--- src/rtl/multicycle_controller_pkg.sv ---
// Shared constants for the multicycle MIPS controller: opcodes, ALU op codes
// and datapath mux select encodings.
package multicycle_controller_pkg;

    localparam logic [5:0] OP_RTYPE = 6'b000000;
    localparam logic [5:0] OP_LW    = 6'b100011;
    localparam logic [5:0] OP_SW    = 6'b101011;
    localparam logic [5:0] OP_BEQ   = 6'b000100;
    localparam logic [5:0] OP_J     = 6'b000010;
    localparam logic [5:0] OP_ADDI  = 6'b001000;

    localparam logic [1:0] ALUOP_ADD   = 2'b00;
    localparam logic [1:0] ALUOP_SUB   = 2'b01;
    localparam logic [1:0] ALUOP_FUNCT = 2'b10;

    localparam logic [1:0] ALUB_REG     = 2'b00;
    localparam logic [1:0] ALUB_FOUR    = 2'b01;
    localparam logic [1:0] ALUB_IMM     = 2'b10;
    localparam logic [1:0] ALUB_IMM_SH2 = 2'b11;

    localparam logic [1:0] PCSRC_ALU     = 2'b00;
    localparam logic [1:0] PCSRC_ALUOUT  = 2'b01;
    localparam logic [1:0] PCSRC_JUMP    = 2'b10;

endpackage

--- src/rtl/mc_opcode_decoder.sv ---
// Classifies the 6-bit opcode into one-hot instruction classes.
// Purely combinational so the debug tracer can reuse it.
module mc_opcode_decoder
    import multicycle_controller_pkg::*;
(
    input  logic [5:0] opcode,
    output logic       rtype,
    output logic       lw,
    output logic       sw,
    output logic       beq,
    output logic       j,
    output logic       addi,
    output logic       illegal
);

    always_comb begin
        rtype   = 1'b0;
        lw      = 1'b0;
        sw      = 1'b0;
        beq     = 1'b0;
        j       = 1'b0;
        addi    = 1'b0;
        illegal = 1'b0;
        case (opcode)
            OP_RTYPE: rtype   = 1'b1;
            OP_LW:    lw      = 1'b1;
            OP_SW:    sw      = 1'b1;
            OP_BEQ:   beq     = 1'b1;
            OP_J:     j       = 1'b1;
            OP_ADDI:  addi    = 1'b1;
            default:  illegal = 1'b1;
        endcase
    end

endmodule

--- src/rtl/multicycle_controller.sv ---
// Multicycle MIPS control sequencer: one micro-step per clock, shared memory
// port with ready handshake, retired-instruction counter and illegal-op flag.
//
// state     | meaning
// FETCH     | read instruction at PC, PC <= PC+4 when memory ready
// DECODE    | read registers, precompute branch target
// MEM_ADDR  | ALUOut <= A + sign-extended imm
// MEM_READ  | load data into MDR
// MEM_WB    | rt <= MDR
// MEM_WRITE | store B to memory
// EXECUTE   | R-type ALU operation
// R_WB      | rd <= ALUOut
// BRANCH    | compare A-B, PC <= target if zero
// JUMP      | PC <= jump target
// ADDI_EX   | A + sign-extended imm
// ADDI_WB   | rt <= ALUOut
module multicycle_controller
    import multicycle_controller_pkg::*;
#(
    parameter int WORD_SIZE = 32
) (
    input  logic                 clk,
    input  logic                 rst,
    input  logic [5:0]           instr_opcode,
    input  logic                 mem_ready,
    output logic                 mem_req,
    output logic                 mem_write,
    output logic                 i_or_d,
    output logic                 ir_write,
    output logic                 pc_write,
    output logic                 pc_write_cond,
    output logic [1:0]           pc_source,
    output logic                 alu_src_a,
    output logic [1:0]           alu_src_b,
    output logic [1:0]           alu_op,
    output logic                 reg_dst,
    output logic                 mem_to_reg,
    output logic                 reg_write,
    output logic                 illegal_op,
    output logic [3:0]           state_out,
    output logic [WORD_SIZE-1:0] retired_count
);

    typedef enum logic [3:0] {
        S_FETCH     = 4'd0,
        S_DECODE    = 4'd1,
        S_MEM_ADDR  = 4'd2,
        S_MEM_READ  = 4'd3,
        S_MEM_WB    = 4'd4,
        S_MEM_WRITE = 4'd5,
        S_EXECUTE   = 4'd6,
        S_R_WB      = 4'd7,
        S_BRANCH    = 4'd8,
        S_JUMP      = 4'd9,
        S_ADDI_EX   = 4'd10,
        S_ADDI_WB   = 4'd11
    } state_t;

    state_t state, next_state;
    logic [WORD_SIZE-1:0] retired_q;

    logic is_rtype, is_lw, is_sw, is_beq, is_j, is_addi, is_illegal;
    logic mem_req_c, mem_write_c, ir_write_c, pc_write_c, pc_write_cond_c;
    logic reg_write_c, illegal_c, retire;

    mc_opcode_decoder u_opdec (
        .opcode  (instr_opcode),
        .rtype   (is_rtype),
        .lw      (is_lw),
        .sw      (is_sw),
        .beq     (is_beq),
        .j       (is_j),
        .addi    (is_addi),
        .illegal (is_illegal)
    );

    always_ff @(posedge clk or negedge rst) begin
        if (!rst) begin
            state     <= S_FETCH;
            retired_q <= '0;
        end else begin
            state <= next_state;
            if (retire)
                retired_q <= retired_q + WORD_SIZE'(1);
        end
    end

    always_comb begin
        next_state      = state;
        retire          = 1'b0;
        mem_req_c       = 1'b0;
        mem_write_c     = 1'b0;
        ir_write_c      = 1'b0;
        pc_write_c      = 1'b0;
        pc_write_cond_c = 1'b0;
        reg_write_c     = 1'b0;
        illegal_c       = 1'b0;
        i_or_d          = 1'b0;
        pc_source       = PCSRC_ALU;
        alu_src_a       = 1'b0;
        alu_src_b       = ALUB_REG;
        alu_op          = ALUOP_ADD;
        reg_dst         = 1'b0;
        mem_to_reg      = 1'b0;
        case (state)
            S_FETCH: begin
                mem_req_c  = 1'b1;
                alu_src_b  = ALUB_FOUR;
                ir_write_c = mem_ready;
                pc_write_c = mem_ready;
                if (mem_ready)
                    next_state = S_DECODE;
            end
            S_DECODE: begin
                alu_src_b = ALUB_IMM_SH2;
                if (is_lw || is_sw)  next_state = S_MEM_ADDR;
                else if (is_rtype)   next_state = S_EXECUTE;
                else if (is_beq)     next_state = S_BRANCH;
                else if (is_j)       next_state = S_JUMP;
                else if (is_addi)    next_state = S_ADDI_EX;
                else begin
                    illegal_c  = is_illegal;
                    next_state = S_FETCH;
                end
            end
            S_MEM_ADDR: begin
                alu_src_a = 1'b1;
                alu_src_b = ALUB_IMM;
                if (is_lw)      next_state = S_MEM_READ;
                else if (is_sw) next_state = S_MEM_WRITE;
                else            next_state = S_FETCH;
            end
            S_MEM_READ: begin
                mem_req_c = 1'b1;
                i_or_d    = 1'b1;
                if (mem_ready)
                    next_state = S_MEM_WB;
            end
            S_MEM_WB: begin
                reg_write_c = 1'b1;
                mem_to_reg  = 1'b1;
                retire      = 1'b1;
                next_state  = S_FETCH;
            end
            S_MEM_WRITE: begin
                mem_req_c   = 1'b1;
                mem_write_c = 1'b1;
                i_or_d      = 1'b1;
                if (mem_ready) begin
                    retire     = 1'b1;
                    next_state = S_FETCH;
                end
            end
            S_EXECUTE: begin
                alu_src_a  = 1'b1;
                alu_op     = ALUOP_FUNCT;
                next_state = S_R_WB;
            end
            S_R_WB: begin
                reg_write_c = 1'b1;
                reg_dst     = 1'b1;
                retire      = 1'b1;
                next_state  = S_FETCH;
            end
            S_BRANCH: begin
                alu_src_a       = 1'b1;
                alu_op          = ALUOP_SUB;
                pc_write_cond_c = 1'b1;
                pc_source       = PCSRC_ALUOUT;
                retire          = 1'b1;
                next_state      = S_FETCH;
            end
            S_JUMP: begin
                pc_write_c = 1'b1;
                pc_source  = PCSRC_JUMP;
                retire     = 1'b1;
                next_state = S_FETCH;
            end
            S_ADDI_EX: begin
                alu_src_a  = 1'b1;
                alu_src_b  = ALUB_IMM;
                next_state = S_ADDI_WB;
            end
            S_ADDI_WB: begin
                reg_write_c = 1'b1;
                retire      = 1'b1;
                next_state  = S_FETCH;
            end
            default: next_state = S_FETCH;
        endcase
    end

    // state is already FETCH while rst is low, so only enables need masking
    assign mem_req       = mem_req_c & rst;
    assign mem_write     = mem_write_c & rst;
    assign ir_write      = ir_write_c & rst;
    assign pc_write      = pc_write_c & rst;
    assign pc_write_cond = pc_write_cond_c & rst;
    assign reg_write     = reg_write_c & rst;
    assign illegal_op    = illegal_c & rst;
    assign state_out     = state;
    assign retired_count = retired_q;

endmodule

--- config.mk ---
export PLATFORM = sky130hd
export DESIGN_NAME = multicycle_controller
export DESIGN_NICKNAME = d
export VERILOG_FILES = /design/src/rtl/multicycle_controller_pkg.sv /design/src/rtl/mc_opcode_decoder.sv /design/src/rtl/multicycle_controller.sv
export SDC_FILE = /design/constraint.sdc
export NUM_CORES = 1
export LEC_CHECK = 0
export BUFFER_PORTS_ARGS = -buffer_cell sky130_fd_sc_hd__buf_2
export CORE_MARGIN = 3
export CORE_UTILIZATION = 47
export CTS_CLUSTER_DIAMETER = 150
export DETAILED_ROUTE_END_ITERATION = 6
export PLACE_DENSITY = 0.76
export SLEW_MARGIN = 20
export SYNTH_ARGS = -nofsm -noshare
export SYNTH_HDL_FRONTEND = slang
export SYNTH_SLANG_ARGS = --single-unit
--- constraint.sdc ---
create_clock -name clk -period 1.55 [get_ports clk]
set_input_delay 0.31 -clock clk [delete_from_list [all_inputs] [get_ports clk]]
set_output_delay 0.31 -clock clk [all_outputs]
set_load 0.01 [all_outputs]
==> impl_metrics.toml <==
[sta]
finalCritPeriodShare = 1.29
hold_viol = 0
fmax_mhz = 498
skew_ns = 0.0101
min_period_ns = 2.01
final_max_slew_viol_count = 0
slew_headroom = 0.696
hold-worst-slack_ns = 0.102
worst_slew_pin_slew_ns = 0.444
setup_viol = 53
setup_slack_ns = -0.456
rsz0062_at_grt = "true"

[global_routing]
antenna_found_initial = 0
grt_overflow_total = 0
grt_util_met1 = 0.336
grt_max_degree = 26
grt_busiest_layer = "met2"
grt_pass1_wl_mm = 12.1
use_met3 = 0.0501
grt_pass1_vias = 2488
grt.total_usage = 0.286
use_met2 = 0.515

[pwr]
p_leak_nw = 2.34
ir_drop_v = 0.000793
finalPower_mw = 2.78
powerDensity_mw_per_mm2 = 664

[clock_network]
root_buffer = "clkbuf_8"
cts_tree = "built"
htreeDepth = 2
postCtsHoldBufs = 0
clkTransAtPathRegs_ns = 0.08
numCtsBuffers = 5
clk_latency_ns = 0.30
clockBufferDepth = 2
clock_sinks = 36

[setup_path]
crit_type = "reg2out"
crit_path_end_kind = "output port"
r2r-start = "state_out[3]"
regToRegSetupSlack_ns = -0.42
worstPathArrival_ns = 1.70
r2r_end = "retired_count[26]"
rr_worst_depth = 9
cp.required_ns = 1.24
worst-path-max-fanout = 7
start_kind = "flip-flop"

[floorplanning]
core-area_mm2 = 0.00450
num_rows = 24
die_x_um = 75.4
die_area_mm2 = 0.00568
start_util = 0.503
die_h_um = 75.4
ios = 62

[cells_and_area]
area_growth_pct = 84.9
drive_gt1_frac = 0.630
layout.cells.non_filler = 439
nNetsFinal = 396
mostFrequentLayoutCells = "66 x buf_4, 58 x buf_2, 33 x dfrtp_1, 26 x xor2_1, 22 x buf_6"
fillerInstances = 157
layout_commonest_cell = "buf_4"
diodes = 0

[job]
drv_cap = 0

[synth]
ys_seq_area_frac = 0.398
post_synth_num_cell_types = 47
synth_edf_count = 0
synthTopCellsByArea = "dfrtp_1 40%, xor2_1 10%, nor3_1 5.1%"
ys_warn_count = 0
ys.flop_type = "dfrtp_1"
yosys.area.top_type = "dfrtp_1"
synth.top_cell.area_share = 0.398
async_flop_share = 1.00
netlist_area_mm2 = 0.00226
synth_cells = 236
synth-seq-cells = 36
synth.avg_cell_area_um2 = 9.59
syn_nets = 246

[route]
drc = 0
wire_per_inst_um = 25.5
firstDrtPassIters = 7
routed_wl_mm = 11.2
drt_iter0_markers = 297
ant_nets = 0
vias = 2888
vias_per_cell = 6.58

[run_status]
run_status = "complete, but fails checks"
violations = "setup timing"

[place]
place_ws_ns = -0.166
hpwl_mm = 4.35
globalplace.congestion = 0.867
portBuffers = 61
dp_cells = 387

[hold_path]
holdCritPathClass = "in2async"
-- timing repair --
item / 4_1_cts / 5_1_grt
pin swaps: 38 / 62
buffers inserted: 19 / 23
resized for setup: 75 / 69
cloned: 3 / 1
endpoints found under the setup margin: 29 / 52
-- area by class of cell --
type	count	area, um2	share of cell area
multi-input cells	178	1830	0.436
inverters	9	46.3	0.0111
repair buffers	156	1250	0.300
clock buffers	8	90.1	0.0215
flip-flops and latches	36	905	0.216
well taps	52	65.1	0.0155
-- worst max-delay path by stage --
stage,start,end,slack [ns],cells past startpoint
2_1_floorplan,state_out[2],pc_write_cond,-0.05,6
3_3_place_gp,instr_opcode[5],state_out[1],-0.05,5
3_5_place_dp,retired_count[0],retired_count[28],-0.17,5
4_1_cts,state_out[1],illegal_op,-0.26,6
5_1_grt,state_out[2],mem_req,-0.53,6
6_report,state_out[2],pc_write_cond,-0.46,7
-- power breakdown --
part	internal, mW	switching [mW]	leakage (nW)	total, mW
registers	0.989	0.0655	0.470	1.05
logic	0.485	0.516	1.82	1.00
clock network	0.363	0.363	0.0455	0.726
total	1.84	0.944	2.34	2.78
-- Yosys cell counts (all sizes together), types with 4 or more instances --
master,instances
inv,9
buf,10
xor2,26
and4,5
a21oi,5
and2,6
nor3,23
nand2,16
xnor2,7
nand4,9
o21ai,5
nor2b,4
nor3b,5
nor2,11
nand3,12
and3,5
dfrtp,36
nor4,13
-- state kept, by name, indices dropped and copies added (netlist names) --
signal / count
state_out: 4
retired_count: 32
-- cells by family (layout without fill, tap and decap cells) --
| logic type | after synthesis | after routing | synth area share |
|---|---|---|---|
| mux | 1 | 1 | 0.00497 |
| fa+ha+maj | 1 | 1 | 0.00553 |
| xor+xnor | 33 | 33 | 0.128 |
| flops | 36 | 36 | 0.398 |
| compound gates | 24 | 24 | 0.0713 |
| simple gates | 119 | 119 | 0.345 |
| buf+inv | 22 | 173 | 0.0475 |
-- layer usage --
layer,vias to the layer above,part of all wire
met2,263,0.48
met4,0,0.063
met1,1397,0.35
met3,78,0.10
met5,-,0
li1,1150,-
-- stage by stage --
stage | area, um2 | TNS, ns | util
floorplan | 2300 | -0.0497 | -
global placement | 2990 | -0.0822 | 0.664
detailed placement | 2990 | -0.612 | 0.664
CTS | 3680 | -5.56 | 0.816
global route | 4190 | -14.40 | 0.929
finish | 4190 | -12.44 | 0.929
-- critical path, cell delays in order, from the launching register on --
cell	delay [ns]
dfrtp_2	0.48
buf_6	0.16
buf_12	0.15
clkinv_8	0.06
nand2_8	0.06
nor3_4	0.21
and2_1	0.15
buf_2	0.12
Note: power is estimated with default switching activity, not from simulation.
